--- config.mk ---
export PLATFORM = sky130hd
export DESIGN_NAME = axi4_ar_sender
export DESIGN_NICKNAME = d
export VERILOG_FILES = /design/src/rtl/axi4_ar_sender.sv
export SDC_FILE = /design/constraint.sdc
export NUM_CORES = 1
export LEC_CHECK = 0
export ABC_AREA = 1
export BUFFER_PORTS_ARGS = -buffer_cell sky130_fd_sc_hd__buf_2
export CORE_ASPECT_RATIO = 0.6
export CORE_MARGIN = 3
export CORE_UTILIZATION = 25
export DETAILED_ROUTE_END_ITERATION = 8
export SKIP_CTS_REPAIR_TIMING = 1
export SYNTH_ARGS = -nofsm -noshare
export SYNTH_HDL_FRONTEND = slang
export SYNTH_SLANG_ARGS = --single-unit
--- constraint.sdc ---
create_clock -name axi4_aclk -period 4.5 [get_ports axi4_aclk]
set_input_delay 0.45 -clock axi4_aclk [delete_from_list [all_inputs] [get_ports axi4_aclk]]
set_output_delay 0.45 -clock axi4_aclk [all_outputs]
set_load 0.05 [all_outputs]
--- src/rtl/axi4_ar_sender.sv ---
// Read-address stage of one RAB slice: holds one AR, runs a translation lookup,
// then forwards it with the translated address or drops it with a trans_drop pulse.
module axi4_ar_sender #(
  parameter int AXI_ADDR_WIDTH = 32,
  parameter int AXI_ID_WIDTH   = 4,
  parameter int AXI_USER_WIDTH = 4,
  parameter int CNT_WIDTH      = 16
) (
  input  logic                      axi4_aclk,
  input  logic                      axi4_arst,
  input  logic                      s_axi4_arvalid,
  output logic                      s_axi4_arready,
  input  logic [AXI_ADDR_WIDTH-1:0] s_axi4_araddr,
  input  logic [AXI_ID_WIDTH-1:0]   s_axi4_arid,
  input  logic [7:0]                s_axi4_arlen,
  input  logic [2:0]                s_axi4_arsize,
  input  logic [1:0]                s_axi4_arburst,
  input  logic [2:0]                s_axi4_arprot,
  input  logic [AXI_USER_WIDTH-1:0] s_axi4_aruser,
  output logic                      lookup_req,
  output logic [AXI_ADDR_WIDTH-1:0] lookup_addr,
  output logic [AXI_ID_WIDTH-1:0]   lookup_id,
  input  logic                      lookup_done,
  input  logic                      lookup_hit,
  input  logic                      lookup_prot_err,
  input  logic                      lookup_prefetch,
  input  logic [AXI_ADDR_WIDTH-1:0] lookup_out_addr,
  output logic                      m_axi4_arvalid,
  input  logic                      m_axi4_arready,
  output logic [AXI_ADDR_WIDTH-1:0] m_axi4_araddr,
  output logic [AXI_ID_WIDTH-1:0]   m_axi4_arid,
  output logic [7:0]                m_axi4_arlen,
  output logic [2:0]                m_axi4_arsize,
  output logic [1:0]                m_axi4_arburst,
  output logic [2:0]                m_axi4_arprot,
  output logic [AXI_USER_WIDTH-1:0] m_axi4_aruser,
  output logic                      trans_drop,
  output logic [AXI_ID_WIDTH-1:0]   trans_id,
  output logic                      trans_prefetch,
  output logic                      trans_hit,
  output logic [CNT_WIDTH-1:0]      drop_count
);

  typedef enum logic [1:0] {
    IDLE   = 2'd0,
    LOOKUP = 2'd1,
    FWD    = 2'd2,
    DROP   = 2'd3
  } state_t;

  localparam logic [CNT_WIDTH-1:0] CNT_ONE = {{(CNT_WIDTH-1){1'b0}}, 1'b1};
  localparam logic [CNT_WIDTH-1:0] CNT_MAX = {CNT_WIDTH{1'b1}};

  state_t                    r_state;
  logic                      r_arready;
  logic                      r_lookup_req;
  logic [AXI_ADDR_WIDTH-1:0] r_addr;
  logic [AXI_ID_WIDTH-1:0]   r_id;
  logic [7:0]                r_len;
  logic [2:0]                r_size;
  logic [1:0]                r_burst;
  logic [2:0]                r_prot;
  logic [AXI_USER_WIDTH-1:0] r_user;
  logic                      r_m_valid;
  logic [AXI_ADDR_WIDTH-1:0] r_m_addr;
  logic [AXI_ID_WIDTH-1:0]   r_m_id;
  logic [7:0]                r_m_len;
  logic [2:0]                r_m_size;
  logic [1:0]                r_m_burst;
  logic [2:0]                r_m_prot;
  logic [AXI_USER_WIDTH-1:0] r_m_user;
  logic                      r_drop;
  logic [AXI_ID_WIDTH-1:0]   r_drop_id;
  logic                      r_drop_pf;
  logic                      r_drop_hit;
  logic [CNT_WIDTH-1:0]      r_cnt;

  logic w_ar_hs;
  logic w_fwd;

  assign w_ar_hs = s_axi4_arvalid & r_arready;
  // prot_err and prefetch both veto forwarding even on a hit
  assign w_fwd   = lookup_hit & ~lookup_prot_err & ~lookup_prefetch;

  always_ff @(posedge axi4_aclk or posedge axi4_arst) begin
    if (axi4_arst) begin
      r_state      <= IDLE;
      r_arready    <= 1'b0;
      r_lookup_req <= 1'b0;
      r_addr       <= '0;
      r_id         <= '0;
      r_len        <= 8'd0;
      r_size       <= 3'd0;
      r_burst      <= 2'd0;
      r_prot       <= 3'd0;
      r_user       <= '0;
      r_m_valid    <= 1'b0;
      r_m_addr     <= '0;
      r_m_id       <= '0;
      r_m_len      <= 8'd0;
      r_m_size     <= 3'd0;
      r_m_burst    <= 2'd0;
      r_m_prot     <= 3'd0;
      r_m_user     <= '0;
      r_drop       <= 1'b0;
      r_drop_id    <= '0;
      r_drop_pf    <= 1'b0;
      r_drop_hit   <= 1'b0;
      r_cnt        <= '0;
    end else begin
      case (r_state)
        IDLE: begin
          if (w_ar_hs) begin
            r_addr       <= s_axi4_araddr;
            r_id         <= s_axi4_arid;
            r_len        <= s_axi4_arlen;
            r_size       <= s_axi4_arsize;
            r_burst      <= s_axi4_arburst;
            r_prot       <= s_axi4_arprot;
            r_user       <= s_axi4_aruser;
            r_arready    <= 1'b0;
            r_lookup_req <= 1'b1;
            r_state      <= LOOKUP;
          end else begin
            r_arready    <= 1'b1;
          end
        end
        LOOKUP: begin
          if (lookup_done) begin
            r_lookup_req <= 1'b0;
            if (w_fwd) begin
              r_m_valid <= 1'b1;
              r_m_addr  <= lookup_out_addr;
              r_m_id    <= r_id;
              r_m_len   <= r_len;
              r_m_size  <= r_size;
              r_m_burst <= r_burst;
              r_m_prot  <= r_prot;
              r_m_user  <= r_user;
              r_state   <= FWD;
            end else begin
              r_drop     <= 1'b1;
              r_drop_id  <= r_id;
              r_drop_pf  <= lookup_hit & lookup_prefetch;
              r_drop_hit <= lookup_hit & ~lookup_prot_err;
              if (r_cnt != CNT_MAX) begin
                r_cnt <= r_cnt + CNT_ONE;
              end else begin
                r_cnt <= r_cnt;
              end
              r_state    <= DROP;
            end
          end else begin
            r_lookup_req <= 1'b1;
          end
        end
        FWD: begin
          if (m_axi4_arready) begin
            r_m_valid <= 1'b0;
            r_m_addr  <= '0;
            r_m_id    <= '0;
            r_m_len   <= 8'd0;
            r_m_size  <= 3'd0;
            r_m_burst <= 2'd0;
            r_m_prot  <= 3'd0;
            r_m_user  <= '0;
            r_arready <= 1'b1;
            r_state   <= IDLE;
          end else begin
            r_m_valid <= 1'b1;
          end
        end
        DROP: begin
          r_drop     <= 1'b0;
          r_drop_id  <= '0;
          r_drop_pf  <= 1'b0;
          r_drop_hit <= 1'b0;
          r_arready  <= 1'b1;
          r_state    <= IDLE;
        end
        default: begin
          r_state      <= IDLE;
          r_arready    <= 1'b0;
          r_lookup_req <= 1'b0;
          r_m_valid    <= 1'b0;
          r_drop       <= 1'b0;
        end
      endcase
    end
  end

  assign s_axi4_arready = r_arready;
  assign lookup_req     = r_lookup_req;
  assign lookup_addr    = r_addr;
  assign lookup_id      = r_id;
  assign m_axi4_arvalid = r_m_valid;
  assign m_axi4_araddr  = r_m_addr;
  assign m_axi4_arid    = r_m_id;
  assign m_axi4_arlen   = r_m_len;
  assign m_axi4_arsize  = r_m_size;
  assign m_axi4_arburst = r_m_burst;
  assign m_axi4_arprot  = r_m_prot;
  assign m_axi4_aruser  = r_m_user;
  assign trans_drop     = r_drop;
  assign trans_id       = r_drop_id;
  assign trans_prefetch = r_drop_pf;
  assign trans_hit      = r_drop_hit;
  assign drop_count     = r_cnt;

endmodule
======== Word level (Yosys, flattened, before mapping) ========
Cells that the tools add are included.
word-level totals
  register bits after elaboration ......... 140
  bits of input ports ..................... 96
operators by class
  $add $sub $neg .......................... 1
  equal/unequal tests ..................... 9
  mux-type cells .......................... 52
  bitwise logic cells ..................... 7
  reduce and logical (&&, ||, !) cells .... 13
operators by type and width
  kind                   count
  $mux 32                3
  $pmux 32 s2            1
  $mux 4                 7
  $mux 8                 3
  $pmux 4 s2             3
  $add 16x1->16 const B  1
  $ne 16x16->1 const B   1
  $pmux 8 s2             1
  $mux 3                 5
  $mux 1                 14
  $pmux 3 s2             2
  $mux 2                 5
  $ne 2x2->1 const B     5
  $pmux 1 s2             5
  $reduce_and 3->1       3
  $pmux 2 s4             1
  $reduce_and 4->1       2
  $reduce_and 2->1       3
  $reduce_bool 2->1      3
  $and 1x1->1            4
  $eq 2x2->1 const B     2
  $pmux 2 s2             1
  $not 1->1              3
  $pmux 1 s3             1
  3 further kinds        3

======== Longest topological paths before layout ========
Gate-level depths: netlist of the first run.
  depth after elaboration ................. 6
  mapped depth ............................ 10
  depth with buffers taken out ............ 8

======== Worst setup path after synthesis of the first run ========
Ideal clock, no wire load.
  path type ............................... register to register
  start point ............................. register r_cnt[0], in the netlist drop_count[0]
  end point ............................... register r_cnt[0], in the netlist drop_count[0]
  library setup time ...................... 66 ps
  arrival ................................. 1,829 ps
  data required time ...................... 4,434 ps
  slack ................................... 2,604 ps
  stages on the path, launching flop included .. 9
  clock period less this slack ............ 1,896 ps
  cell sequence ........................... dfrtp_1 -> ha_1 -> nand3_1 -> nor2_1 -> nand2_1 -> nand2_2 -> buf_4 -> nand2_1 -> nand2_1
between the ends
  word-level cells in the longest chain between the ends .. 2
  elaborated cells between the ends (all ways) .. 3
  those cells by class .................... add/sub (1); eq/ne (1); reduce/logical (1)
ends and longest elaborated chain
  element                                                RTL line  text
  start, declared                                        76        logic [CNT_WIDTH-1:0] r_cnt;
  start signal, assigned                                 147       r_cnt <= r_cnt + CNT_ONE;
  start signal, assigned                                 149       r_cnt <= r_cnt;
  branches (longest 2 deep; another with $add 16x1->16)  n/a
Parallel ways; which one is timed is not known.
A chain may end at the register's enable or synchronous reset.

======== Final worst setup path of the first run ========
  start point ............................. register r_cnt[0], in the netlist drop_count[0]
  end point ............................... register r_cnt[4], in the netlist drop_count[4]
Same word-level chain as after synthesis.

==> flow_summary.yaml, run 1 <==
run_status:
  outcome: "finished clean"
cts:
  cts_buffers: 17
  h-tree-depth: 4
  cts_tree: "yes"
  worstSkewPairLatency_ps: 420
  cts_sinks: 140
  clkTransAtPathRegs_ps: 60
  clk_path_buf_depth: 2
  cts-root-buf: "clkbuf_16"
sta:
  fmax_ghz: 0.4632
  final.setup.tns_ps: 0
  setup_viol: 0
  slew-limit-headroom: 0.2934
  fin_crit_ps: 2159
  period_share: 0.4798
  tightest_slew_ps: 1059
  slew_viol_final: 0
  setup_ws_ps: 2341
  rsz0062_at_grt: "false"
  finalClockSkew_ps: 7.958
  hold_viol: 0
synthesis:
  yosysWarnings: 0
  syn_area_um2: 5753
  ys_types: 21
  synth_fp_nets: 767
  synth_seq_cells: 140
  synth.avg_cell_area_um2: 8.587
  synthCells: 670
  synth_seq_area_share: 0.6090
cells_and_area:
  nFillCells: 2380
  n_antenna_cell: 0
  regArea_um2: 3503
  drive_gt1_frac: 0.2904
  multi_input_area_um2: 1802
  syn2layout_area_growth_pct: 34.32
  fin_nets: 978
die:
  dieArea_um2: 24930
  placement_rows: 42
  core_area_um2: 22330
  die_y_um: 123.5
  start_util: 0.2576
  die_w_um: 201.8
  num_io_pins: 214
job:
  maxCapViolations: 0
global_routing:
  grt_pass1_vias: 4735
  antenna_found_initial: 4
  grt_usage: 0.1324
  grtUsageMet2: 0.1830
  grt_use_met1: 0.1865
  met3_usage: 0.06051
  grt_pass1_wl_um: 25550
  grt_max_degree: 101
  overflow: 0
  busiest_layer: "met1"
pwr:
  powerDensity_nw_per_um2: 827.2
  peakVddDrop_v: 0.0004127
  p_total_mw: 6.392
  leakage_nw: 4.246
routing:
  routed_wirelength_um: 16120
  drt_iter0_markers: 227
  via_per_inst: 4.134
  wire_per_inst_um: 13.44
  ant_nets: 0
  post-route-drc-count: 0
  dr.pass1.iters: 5
  vias: 4961
worst_setup_path:
  r2r-end: "drop_count[4]"
  crit_fanout: 12
  crit_path_start_kind: "flop"
  cp_data_arrival_time_ps: 2510
  endpoint_kind: "flop"
  ff2ff_path_depth: 6
  crit_type: "flop to flop"
  worstPathRequired_ps: 4850
  reg2reg_from: "drop_count[0]"
  r2r_slack_ps: 2340
placed_design:
  portBuffers: 213
  gp_congestion: 0.7741
  dp_slack_ps: 2114
  dpl.hpwl_um: 11430
hold_path:
  hp-class: "input port to asynchronous set/reset pin"
-- per-stage QoR --
stage / utilization / instances / hold WS, ps / instance area, um^2
2_1_floorplan: - / 670 / 483.4 / 5753
3_3_place_gp: 0.3192 / 1170 / 449.0 / 7129
3_5_place_dp: 0.3192 / 1170 / 453.3 / 7129
4_1_cts: 0.3460 / 1200 / 196.7 / 7727
5_1_grt: 0.3460 / 1200 / 202.6 / 7727
6_report: 0.3460 / 1200 / 176.7 / 7727
-- flip-flops by register name (all words and copies together), names as in the netlist, 3 cells and up --
register,count
r_prot,3
r_size,3
trans_id,4
r_user,4
m_axi4_araddr,32
lookup_id,4
drop_count,16
m_axi4_arprot,3
lookup_addr,32
m_axi4_arsize,3
m_axi4_aruser,4
r_len,8
m_axi4_arid,4
m_axi4_arlen,8
-- power by group --
| group | internal (mW) | switching (mW) |
|---|---|---|
| Clock | 0.893 | 0.538 |
| Combinational | 0.605 | 2.29 |
| Sequential | 1.77 | 0.292 |
-- cells in the final DEF (no fill, tap or decap) --
| cell | Yosys | routed |
|---|---|---|
| a21oi_1 | 2 | 2 |
| buf_2 | 7 | 213 |
| buf_4 | 5 | 4 |
| bufinv_16 | 0 | 3 |
| clkbuf_16 | 0 | 17 |
| clkbuf_8 | 0 | 2 |
| clkinv_2 | 0 | 3 |
| clkinv_4 | 0 | 2 |
| clkinvlp_4 | 0 | 3 |
| dfrtp_1 | 140 | 140 |
| ha_1 | 1 | 1 |
| inv_1 | 86 | 85 |
| inv_2 | 4 | 4 |
| inv_6 | 0 | 1 |
| nand2_1 | 260 | 260 |
| nand2_2 | 1 | 1 |
| nand3_1 | 16 | 15 |
| nand3_2 | 0 | 1 |
| nand4_1 | 8 | 8 |
| nor2_1 | 21 | 21 |
| nor2_2 | 3 | 3 |
| nor3_1 | 1 | 1 |
| nor3_4 | 0 | 1 |
| o21ai_0 | 53 | 53 |
| o21ai_1 | 40 | 40 |
| o21ai_4 | 0 | 1 |
| xnor2_1 | 7 | 7 |
-- worst max-delay path, stage by stage, from the launching register on --
cell,delay [ps]
dfrtp_1,450
ha_1,290
nand3_1,240
nor2_1,100
a21oi_1,790
nand2_1,130
nand2_1,90
-- synth_stat cells --
cell type    n  area share
nor3_1       1     0.00087
o21ai_1     40       0.035
buf_4        5      0.0065
nor2_1      21       0.014
xnor2_1      7       0.011
a21oi_1      2      0.0017
nand2_1    260        0.17
nor3_2       1      0.0017
nand3_1     16       0.014
dfrtp_1    140        0.61
buf_2        7      0.0061
ha_1         1      0.0022
nor2_2       3      0.0033
nand2_2      1      0.0011
o21ai_2      1      0.0015
nand4_1      8      0.0087
clkbuf_1    12      0.0078
inv_2        4      0.0026
buf_6        1      0.0020
o21ai_0     53       0.046
inv_1       86       0.056
-- worst max path at each step --
stage | from | to | slack, ps | depth (start not counted)
after floorplan | axi4_arst | drop_count[0] | 300 | 1
after global placement | lookup_prefetch | m_axi4_arsize[2] | 2170 | 7
after detailed placement | lookup_prefetch | m_axi4_arid[3] | 2110 | 7
after CTS | drop_count[0] | drop_count[4] | 2290 | 6
after global routing | r_state[1] | m_axi4_arid[3] | 2120 | 6
final | drop_count[0] | drop_count[4] | 2340 | 6
-- cell families after synthesis --
family / count (synthesis) / share of synthesized area
compound gates: 96 / 0.08417
xor+xnor: 7 / 0.01066
fa+ha+maj: 1 / 0.002175
buf+inv: 115 / 0.08112
flops: 140 / 0.6090
simple gates: 311 / 0.2129
-- layout make-up --
class                      count  share of cell area
sequential                   140              0.4534
multi-input combinational    415              0.2332
timing repair buffer         217              0.1418
clock buffer                  19             0.05861
tap                          308             0.04987
inverter                      90             0.04437
clock inverter                11             0.01878
-- per-layer routing --
| metal | share of wire | vias to the layer above |
|---|---|---|
| li1 | - | 2485 |
| met1 | 0.50 | 2274 |
| met2 | 0.40 | 177 |
| met3 | 0.091 | 17 |
| met4 | 0.0068 | 8 |
| met5 | 0.0030 | - |
Note: power is estimated with default switching activity, not from simulation.
==> run 2, diff against run 1 <==
==> constraint.sdc (replaced) <==
create_clock -name axi4_aclk -period 2 [get_ports axi4_aclk]
set_input_delay 0.2 -clock axi4_aclk [delete_from_list [all_inputs] [get_ports axi4_aclk]]
set_output_delay 0.2 -clock axi4_aclk [all_outputs]
set_load 0.05 [all_outputs]
==> run 2 against run 1 <==
The run now ends with hold timing left. Combinational power grew 140%. Cell count grew 4.9%. Die area is the same. Sequential power grew 120%. Clock-buffer cell count is the same. Non-clock buffer count grew 58. Critical path type unchanged. Critical endpoint is now drop_count[6]. Largest cell class unchanged. Largest power group unchanged.
==> flow_summary.yaml, run 2 (synthesis gave the netlist of run 1 again) <==
worst_setup_path:
  worstPathRequired_ps: 2290
  cp.depth: 6
  crit_fanout: 18
  path_buf_inv: 0
  cp_top_family: "simple AND/OR/NAND/NOR gates"
  crit_type: "flop to flop"
  cp_data_arrival_time_ps: 1920
  crit_path_start_kind: "flop"
  worstPathCellList: "ha_1 > nand3_1 > nor2_1 > nand2_1 > nand2_2 > o21ai_0"
  endpoint_kind: "flop"
  ff2ff_path_depth: 6
  cp_slowest_cell: "dfrtp_1"
  worst_path_largest_cell_delay_ps: 350
routing:
  post-route-drc-count: 0
  ant_nets: 0
  dr.pass1.iters: 4
  routed_wirelength_um: 17170
  wire_per_inst_um: 13.64
  vias: 5175
  via_per_inst: 4.110
  drt_iter0_markers: 235
pwr:
  peakVddDrop_v: 0.0008541
  seqPwrFrac: 0.313
  p_sw_frac: 0.4877
  pwr-share-comb: 0.468
  powerDensity_nw_per_um2: 1760
  p_int_mw: 7.484
  p_sw_mw: 7.124
  p_clk_frac: 0.219
  leakage_nw: 4.512
global_routing:
  grt_max_degree: 60
  overflow: 0
  grt_pass1_wl_um: 26330
  grt_usage: 0.1355
  antenna_found_initial: 3
  grt_pass1_vias: 4785
run_status:
  violations: "hold timing"
  outcome: "finished, violations left"
job:
  maxCapViolations: 0
cts:
  worstSkewPairLatency_ps: 420
  clk_path_buf_depth: 2
  cts_buffers: 17
  cts_tree: "yes"
  cts-root-buf: "clkbuf_16"
  cts_sinks: 140
  clkTransAtPathRegs_ps: 60
  h-tree-depth: 4
die:
  die_y_um: 123.5
  placement_rows: 42
  core_area_um2: 22330
  start_util: 0.2576
  dieArea_um2: 24930
  num_io_pins: 214
  die_w_um: 201.8
sta:
  finalClockSkew_ps: 8.035
  tightest_slew_ps: 656.6
  rsz0062_at_grt: "false"
  setup_viol: 0
  hold_viol: 6
  period_share: 0.8178
  holdWs_ps: -8.007
  final.setup.tns_ps: 0
  fmax_ghz: 0.6114
  fin_crit_ps: 1636
  slew_viol_final: 0
  slew-limit-headroom: 0.5623
  setup_ws_ps: 364.5
hold_path:
  hp-class: "input port to flop"
  whs_path_depth: 3
cells_and_area:
  fin_cells: 1259
  final_common_cell: "nand2_1"
  final_cell_mix: "nand2_1, buf_2, dfrtp_1"
  final_design_area_no_fill_um2: 8298
  syn2layout_area_growth_pct: 44.24
  nFillCells: 2293
  fin_nets: 1036
  n_antenna_cell: 0
  drive_gt1_frac: 0.2913
placed_design:
  dp.cells: 1188
  dp_slack_ps: 73.53
  portBuffers: 213
  dpl.hpwl_um: 11960
  place_area_um2: 7313
  gp_congestion: 0.8505
==> run 2: cell type report <==
class,instances,area [um^2],share of cell area
inverters,90,341.6,0.04116
clock buffers,19,432.9,0.05217
multi-input cells,415,1805,0.2176
well taps,308,385.4,0.04644
repair buffers,275,1682,0.2027
flip-flops and latches,140,3503,0.4222
clock inverters,12,147.6,0.01779
==> run 2: worst paths after layout <==
path / startpoint / endpoint / slack, ps
worst max register to register: drop_count[1] / drop_count[6] / 360
min in group asynchronous: axi4_arst / drop_count[1] / 440
max in group asynchronous: axi4_arst / lookup_addr[22] / 1090
worst max-delay path: drop_count[1] / drop_count[6] / 360
worst min-delay path: s_axi4_arprot[2] / r_prot[2] / -8
worst min register to register: lookup_addr[11] / lookup_addr[11] / 460
==> run 2: power groups by stage <==
stage                     logic [mW]  registers, mW  clock network [mW]
after floorplan                 1.68           7.89                   0
after global placement          6.78           4.61                   0
after detailed placement        6.86           4.62                   0
after CTS                       6.86           4.59                3.31
after global routing            7.37           4.73                3.43
final                           6.84           4.58                3.19
==> run 2: worst reg2reg max path: stages (launching register included) <==
cell and delay, ps:
dfrtp_1 350, ha_1 160, nand3_1 120, nor2_1 250
nand2_1 160, nand2_2 330, o21ai_0 140
==> run 2: stage by stage <==
stage / power [mW] / util
2_1_floorplan: 9.576 / -
3_3_place_gp: 11.39 / 0.3275
3_5_place_dp: 11.47 / 0.3275
4_1_cts: 14.76 / 0.3534
5_1_grt: 15.53 / 0.3715
6_report: 14.61 / 0.3715
==> run 2: layer usage <==
| metal | vias up | wire [um] | GRT usage |
|---|---|---|---|
| li1 | 2603 | - | - |
| met1 | 2372 | 8332 | 0.1951 |
| met2 | 171 | 7083 | 0.1807 |
| met3 | 23 | 1498 | 0.06051 |
| met4 | 6 | 216 | 0.03875 |
| met5 | - | 41 | 0 |
==> run 3, diff against run 2 <==
==> constraint.sdc (replaced) <==
create_clock -name axi4_aclk -period 1.5 [get_ports axi4_aclk]
set_input_delay 0.15 -clock axi4_aclk [delete_from_list [all_inputs] [get_ports axi4_aclk]]
set_output_delay 0.15 -clock axi4_aclk [all_outputs]
set_load 0.05 [all_outputs]
==> run 3 against run 2 <==
The flow still finishes with violations (hold timing). Global-route usage fell by 0.34 points. Hold slack got worse by 5.7 ps. Clock skew rose by 4.8 ps. Routed wire length rose by 7.5%. Cell count rose by 6.0%. Clock-buffer cell count fell by 1. Highest routed layer is now met4. Sequential power rose by 34%. Largest power group unchanged. Flip-flop and latch count did not move. Combinational power rose by 48%.
==> flow_summary.yaml, run 3 (synthesis gave the netlist of run 1 again) <==
cells_and_area:
  fin_nets: 1109
  drive_gt1_frac: 0.3093
  syn2layout_area_growth_pct: 61.79
  fin_util: 0.4168
  final_cell_mix: "nand2_1, buf_2, dfrtp_1"
  nFillCells: 2205
  regArea_um2: 3510
  final_common_cell: "nand2_1"
  multi_input_area_um2: 1837
placed_design:
  dpl.hpwl_um: 11680
  gp_congestion: 0.7822
  portBuffers: 213
worst_setup_path:
  reg2reg_from: "r_state[0]"
  endpoint: "m_axi4_araddr[28]"
  r2r-end: "m_axi4_araddr[28]"
  worstPathRequired_ps: 1780
  crit_path_start_kind: "flop"
  ff2ff_path_depth: 10
  r2r_slack_ps: 20
  endpoint_kind: "flop"
  cp_data_arrival_time_ps: 1770
  crit_fanout: 8
  startpoint: "r_state[0]"
  crit_type: "flop to flop"
cts:
  cts_tree: "yes"
  clkTransAtPathRegs_ps: 60
  cts-root-buf: "clkbuf_16"
  cts_sinks: 140
  clk_path_buf_depth: 2
  cts_buffers: 17
  worstSkewPairLatency_ps: 420
  h-tree-depth: 4
sta:
  period_share: 0.9887
  rsz0062_at_grt: "true"
  setup_viol: 0
  finalClockSkew_ps: 12.81
  final.setup.tns_ps: 0
  holdWs_ps: -13.72
  slew-limit-headroom: 0.7381
  tightest_slew_ps: 392.1
  fin_crit_ps: 1483
  slew_viol_final: 0
  fmax_ghz: 0.6743
  hold_viol: 2
global_routing:
  grt_max_degree: 57
  grt_pass1_vias: 4884
  grt_usage: 0.1320
  antenna_found_initial: 1
  grt_pass1_wl_um: 25870
  overflow: 0
die:
  die_w_um: 201.8
  core_area_um2: 22330
  die_y_um: 123.5
  num_io_pins: 214
  placement_rows: 42
  dieArea_um2: 24930
  start_util: 0.2576
routing:
  ant_nets: 0
  dr.pass1.iters: 4
  post-route-drc-count: 0
  vias: 5463
  via_per_inst: 4.095
  wire_per_inst_um: 13.83
  drt_iter0_markers: 256
  routed_wirelength_um: 18450
pwr:
  p_total_mw: 21.10
  peakVddDrop_v: 0.001297
  leakage_nw: 4.971
  powerDensity_nw_per_um2: 2267
hold_path:
  hp-class: "input port to flop"
run_status:
  violations: "hold timing"
  outcome: "finished, violations left"
job:
  maxCapViolations: 0
## run 3: worst min path at each step
stage	startpoint	end	slack, ps	cells past startpoint
floorplan	s_axi4_araddr[6]	lookup_addr[6]	270	2
finish	lookup_out_addr[26]	m_axi4_araddr[26]	-10	3
global placement	axi4_arst	drop_count[2]	170	2
detailed placement	axi4_arst	drop_count[2]	170	2
CTS	axi4_arst	drop_count[2]	-290	2
global route	lookup_out_addr[2]	m_axi4_araddr[2]	-2	3
## run 3: worst max-delay path: stages, from the launching register on
cell     delay [ps]
dfrtp_2         460
inv_4            90
nor2_4           40
nand2_2         100
nand2_1          70
inv_2            70
o21ai_4          70
buf_12          150
buf_6           140
nand2_1          50
o21ai_0          90
## run 3: cell type report
cell class | count | share of cell area
inverter | 90 | 0.03724
sequential | 140 | 0.3771
clock buffer | 18 | 0.04718
clock inverter | 14 | 0.02568
antenna | 1 | 0.0002689
multi-input combinational | 415 | 0.1973
tap | 308 | 0.04140
timing repair buffer | 348 | 0.2738
## run 3: where the power goes
part	switching (mW)	leakage [nW]	internal, mW
clock	1.69	0.335	3.17
sequential	0.809	1.82	5.32
combinational	7.35	2.82	2.76
total	9.84	4.97	11.3
## run 3: metal layers
| metal | track usage | vias to the layer above | part of all wire |
|---|---|---|---|
| met5 | 0 | - | 0 |
| met4 | 0.03657 | 0 | 0.0091 |
| met3 | 0.06604 | 13 | 0.084 |
| met2 | 0.1824 | 186 | 0.42 |
| met1 | 0.1814 | 2504 | 0.49 |
| li1 | - | 2760 | - |
## run 3: stage by stage
step | area [um^2] | setup slack [ps] | instances | hold slack, ps
finish | 9308 | 16.88 | 1334 | -13.72
global route | 9308 | -75.04 | 1334 | -2.209
CTS | 8142 | -48.49 | 1230 | -287.4
detailed placement | 7463 | -13.51 | 1198 | 171.7
global placement | 7463 | 24.74 | 1198 | 170.5
floorplan | 5757 | -399.1 | 670 | 266.8
